## src/rtl/bus_arbiter4_pkg.sv

```systemverilog
// Shared definitions for the 4-way bus arbiter: requester count, select width
// and the two-state sequencer encoding.
package bus_arbiter4_pkg;

    localparam int NUM_REQ  = 4;
    localparam int SEL_BITS = 2;

    typedef enum logic {
        ST_IDLE  = 1'b0,
        ST_GRANT = 1'b1
    } arb_state_t;

endpackage

```

## src/rtl/basicmux.sv

```systemverilog
// Single-bit 2:1 multiplexer, the leaf cell of the bus data mux tree.
module basicmux (
    input  logic a,
    input  logic b,
    input  logic s,
    output logic y
);

    assign y = s ? b : a;

endmodule

```

## src/rtl/decoder2to4.sv

```systemverilog
// 2-to-4 one-hot decoder with enable; output is all zeros when disabled.
module decoder2to4 (
    input  logic [1:0] sel,
    input  logic       en,
    output logic [3:0] y
);

    assign y = en ? (4'b0001 << sel) : 4'b0000;

endmodule

```

## src/rtl/rr_pick.sv

```systemverilog
// Round-robin picker: returns the first set request bit scanning upward
// from start with wrap-around; found is 0 when no request is set.
module rr_pick (
    input  logic [3:0] req,
    input  logic [1:0] start,
    output logic       found,
    output logic [1:0] idx
);

    logic [1:0] cand;

    // Scan from the farthest offset down so the closest hit to start is kept.
    always_comb begin
        found = 1'b0;
        idx   = 2'd0;
        cand  = start;
        for (int i = 3; i >= 0; i--) begin
            cand = start + 2'(i);
            if (req[cand]) begin
                found = 1'b1;
                idx   = cand;
            end
        end
    end

endmodule

```

## src/rtl/bus_arbiter4.sv

```systemverilog
// Round-robin arbiter and sequencer for a 4-way shared bus with bounded hold
// time; drives registered one-hot grant/select and the muxed bus data.
module bus_arbiter4
    import bus_arbiter4_pkg::*;
#(
    parameter int DATAWIDTH = 8,
    parameter int MAX_HOLD  = 4,
    parameter int HOLD_BITS = 3
) (
    input  logic                  clk,
    input  logic                  reset_n,
    input  logic [NUM_REQ-1:0]    req,
    input  logic [DATAWIDTH-1:0]  data0,
    input  logic [DATAWIDTH-1:0]  data1,
    input  logic [DATAWIDTH-1:0]  data2,
    input  logic [DATAWIDTH-1:0]  data3,
    output logic [NUM_REQ-1:0]    grant,
    output logic [SEL_BITS-1:0]   select,
    output logic                  bus_valid,
    output logic [DATAWIDTH-1:0]  bus_data
);

    localparam logic [HOLD_BITS-1:0] HOLD_LAST = HOLD_BITS'(MAX_HOLD - 1);

    arb_state_t           state, next_state;
    logic [SEL_BITS-1:0]  last, last_next, select_next, start;
    logic [HOLD_BITS-1:0] hold_cnt, hold_next;
    logic [NUM_REQ-1:0]   others, pick_req, grant_dec;
    logic                 pick_found;
    logic [SEL_BITS-1:0]  pick_idx;

    assign others = req & ~grant;

    // From IDLE the scan starts after the last owner; while granted it starts
    // after the current owner and only considers the waiting requesters.
    always_comb begin
        pick_req = req;
        start    = last + 2'd1;
        if (state == ST_GRANT) begin
            pick_req = others;
            start    = select + 2'd1;
        end
    end

    rr_pick u_pick (
        .req   (pick_req),
        .start (start),
        .found (pick_found),
        .idx   (pick_idx)
    );

    always_comb begin
        next_state  = state;
        select_next = select;
        last_next   = last;
        hold_next   = hold_cnt;
        case (state)
            ST_IDLE: begin
                select_next = 2'd0;
                if (pick_found) begin
                    next_state  = ST_GRANT;
                    select_next = pick_idx;
                    hold_next   = '0;
                end
            end
            ST_GRANT: begin
                if (!req[select]) begin
                    last_next = select;
                    hold_next = '0;
                    if (pick_found) begin
                        select_next = pick_idx;
                    end else begin
                        next_state  = ST_IDLE;
                        select_next = 2'd0;
                    end
                end else if (others != '0 && hold_cnt == HOLD_LAST) begin
                    last_next   = select;
                    select_next = pick_idx;
                    hold_next   = '0;
                end else if (others != '0) begin
                    hold_next = (hold_cnt == HOLD_LAST) ? hold_cnt : hold_cnt + 1'b1;
                end else begin
                    hold_next = '0;
                end
            end
            default: begin
                next_state  = ST_IDLE;
                select_next = 2'd0;
            end
        endcase
    end

    decoder2to4 u_dec (
        .sel (select_next),
        .en  (next_state == ST_GRANT),
        .y   (grant_dec)
    );

    always_ff @(posedge clk) begin
        if (!reset_n) begin
            state     <= ST_IDLE;
            grant     <= '0;
            select    <= '0;
            last      <= 2'd3;
            hold_cnt  <= '0;
            bus_valid <= 1'b0;
        end else begin
            state     <= next_state;
            grant     <= grant_dec;
            select    <= select_next;
            last      <= last_next;
            hold_cnt  <= hold_next;
            bus_valid <= (next_state == ST_GRANT);
        end
    end

    // Two-level mux tree per bit, gated so the bus reads zero when idle.
    for (genvar b = 0; b < DATAWIDTH; b++) begin : g_bit
        logic lo, hi, y;
        basicmux u_lo  (.a(data0[b]), .b(data1[b]), .s(select[0]), .y(lo));
        basicmux u_hi  (.a(data2[b]), .b(data3[b]), .s(select[0]), .y(hi));
        basicmux u_top (.a(lo),       .b(hi),       .s(select[1]), .y(y));
        assign bus_data[b] = y & bus_valid;
    end

endmodule

```

## config.mk

```make
export PLATFORM = sky130hd
export DESIGN_NAME = bus_arbiter4
export DESIGN_NICKNAME = d
export VERILOG_FILES = /design/src/rtl/bus_arbiter4_pkg.sv /design/src/rtl/basicmux.sv /design/src/rtl/decoder2to4.sv /design/src/rtl/rr_pick.sv /design/src/rtl/bus_arbiter4.sv
export SDC_FILE = /design/constraint.sdc
export NUM_CORES = 1
export LEC_CHECK = 0
export CAP_MARGIN = 10
export CORE_MARGIN = 3
export CORE_UTILIZATION = 39
export CTS_CLUSTER_SIZE = 12
export DETAILED_ROUTE_END_ITERATION = 10
export GPL_ROUTABILITY_DRIVEN = 0
export PLACE_DENSITY = 0.79
export REMOVE_ABC_BUFFERS = 1
export SYNTH_ARGS = -nofsm -noshare
export SYNTH_HDL_FRONTEND = slang
export SYNTH_SLANG_ARGS = --single-unit
```

## constraint.sdc

```tcl
create_clock -name clk -period 1.99 [get_ports clk]
set_input_delay 0.2985 -clock clk [delete_from_list [all_inputs] [get_ports clk]]
set_output_delay 0.2985 -clock clk [all_outputs]
set_load 0.005 [all_outputs]
```

==> metrics <==
status complete, no violations; fin util 71.1%; commonest non-fill, non-tap cells in the layout 44 x clkdlybuf4s50_1, 17 x buf_4, 10 x dfxtp_1; Net Sw Frac 32.2%; met3 routed wirelength 321 um; Post-synth EDFFs 0; Initial DRT Pass Iterations 4; Slew headroom 76.6%; CP cell instances buf_12, buf_6, mux4_2, and2_4, clkbuf_2; Post-Route WL 3.19 mm; n_diodes 0; remaining antenna violation count 0; post-synthesis area per instance 10.5 um^2; skew final 0.00388 ns; critical path launch point type flop; Vias per Instance 5.39; WL met1 1.32 mm; DRC 0; clk_lat worst skew 0.29 ns; number of max-cap violations 0; footprint of the multi-input gates 757 um^2; share of layout cells above drive strength 1 33.1%; Switch Pwr 403 uW; RSZ-0062 raised after global routing true; gr ovfl total 0; Crit path max-delay family multiplexers; Cell Count, Final, Fillers Out 199; most common cell after layout, fill and taps aside clkdlybuf4s50_1; Site Rows 18; All-Layer GR Usage 20.1%; Die W 57.4 um; cts bufs inserted 3; fmax 513 MHz; global-route wire length before repair 5.04 mm; CP required 1.69 ns; DR WL/cell 16.0 um; Layout area overhead 72.3%; final hold viol count 0; worst hold path class reg2reg; Die Footprint 3300 um^2; post-DP HPWL 2.49 mm; CTS Root Cell clkbuf_4; setup TNS 0 ns; Synth Cell Area 1030 um^2; Leakage 0.000714 uW; worst-path fanout max 4; Slew Viols, Final 0; final net count 210; Unique masters post-synth 41; starting density of the core 41.2%; final period utilization 98.0%; Primary FF master, synth dfxtp_1; Hold WS 0.463 ns; Top Layer Used met4; CTS clk-pin slew, worst paths 0.08 ns; internal power 851 uW; Cells after Synth 98; Worst Path Buf+Inv 3; port bufs 52; Synth Register Bits 12; CP arrival 1.65 ns; CTS max path bufs 2; Worst Setup End Kind output port; PD cells 706 nW/um^2; Setup Viol. Count Final 0; CP Class reg2out; CTS H-tree lvls 1; routed vias 1072; initial antenna violation count 0; area of the core 2500 um^2; maximum number of pins on one net before global-route repair 13; IO Count 53; fill cell count 200; Ys Warns 0; Clock power frac 16.3%; fin crit period 1.95 ns; register area 245 um^2; asr flop ratio synth 0%; met2 WL 1.50 mm; logic gate share of total power 57.3%; Max stage delay on crit path 0.49 ns; 1st-iter DRT viols 34; hold_buf cts 0; post-synthesis sequential area ratio 23.3%; Reg power frac 26.3%; slew at the pin closest to its max-slew limit 0.341 ns; CTS tree yes; highest-delay cell along the critical path mux4_2; vias in the first global route 1091; VDD IR-drop max 0.562 mV; Final Cell Area 1780 um^2; number of cells in the design after placement 192; Placed Area 1700 um^2; Clock Sinks 12; Die Height 57.4 um
==> metal layers <==
metal  vias to the layer above  track usage, %
met5                         -               0
met1                       496            23.8
met3                         3            4.98
li1                        514               -
met2                        59            35.0
met4                         0            7.28
==> Yosys cell counts (2+ instances only) <==
| cell | n | area share (%) |
|---|---|---|
| a21bo_2 | 3 | 2.9 |
| a21boi_0 | 3 | 2.2 |
| a21oi_1 | 2 | 0.97 |
| and2_1 | 9 | 5.5 |
| buf_4 | 2 | 1.5 |
| dfxtp_1 | 12 | 23 |
| ha_1 | 2 | 2.4 |
| inv_1 | 2 | 0.73 |
| mux2_2 | 2 | 2.2 |
| mux2i_1 | 6 | 5.8 |
| mux4_2 | 8 | 17 |
| nand2_1 | 5 | 1.8 |
| nor2_1 | 3 | 1.1 |
| nor2b_1 | 7 | 4.2 |
| nor3_1 | 2 | 0.97 |
| nor3b_2 | 2 | 2.4 |
| o211ai_1 | 2 | 1.5 |
| o21ai_0 | 2 | 0.97 |
| o31ai_4 | 2 | 4.1 |
==> through the flow <==
stage	total power, uW	setup WS (ns)
floorplan	677	0.0551
global route	1340	-0.0287
CTS	1260	-0.0629
detailed placement	1010	-0.224
finish	1250	0.0398
global placement	992	-0.151
==> worst register-to-register path, cell delays in order (launching register included) <==
cell,delay [ns]
dfxtp_1,0.46
mux2_2,0.40
a22o_4,0.25
and2_4,0.16
o31ai_4,0.32
nor3b_2,0.21
==> power groups by stage <==
stage | clock network (uW) | logic, uW | registers (uW)
floorplan | 0 | 324 | 353
global placement | 0 | 666 | 326
detailed placement | 0 | 684 | 326
CTS | 210 | 715 | 331
global route | 227 | 777 | 337
finish | 205 | 719 | 331
==> area by class of cell <==
type | count | share of cell area [%]
clock buffers | 4 | 2.04
repair buffers | 73 | 39.0
flip-flops and latches | 12 | 13.8
inverters | 2 | 0.423
well taps | 30 | 2.11
multi-input cells | 78 | 42.6
==> sequential cells by signal, indices dropped and copies added (netlist names) <==
| name | cells |
|---|---|
| grant | 4 |
| hold_cnt | 3 |
| last | 2 |
| select | 2 |
| state | 1 |
==> path summary, 6_finish.rpt <==
path	startpoint	end	slack, ns	cells past startpoint
min	hold_cnt[2]	hold_cnt[2]	0.46	2
max reg2reg	select[1]	grant[2]	0.13	5
min reg2reg	hold_cnt[2]	hold_cnt[2]	0.46	2
max	select[0]	bus_data[4]	0.04	5
==> what timing repair did <==
item,4_1_cts,5_1_grt
setup endpoints to repair,8,13
pin swaps,3,3
buffers inserted,2,0
resized for setup,22,10
cloned,1,0
==> logic make-up (layout without fill, tap and decap cells) <==
kind of cell	Yosys count	count (layout)	synth area share, %
AOI/OAI and AO/OA	22	22	20.0
adders and majority gates	2	2	2.43
buffers and inverters	8	79	4.49
DFF	12	12	23.3
muxes	18	18	28.3
and+or+nand+nor	36	36	21.5
No activity file was read; power rests on OpenSTA's default activity.
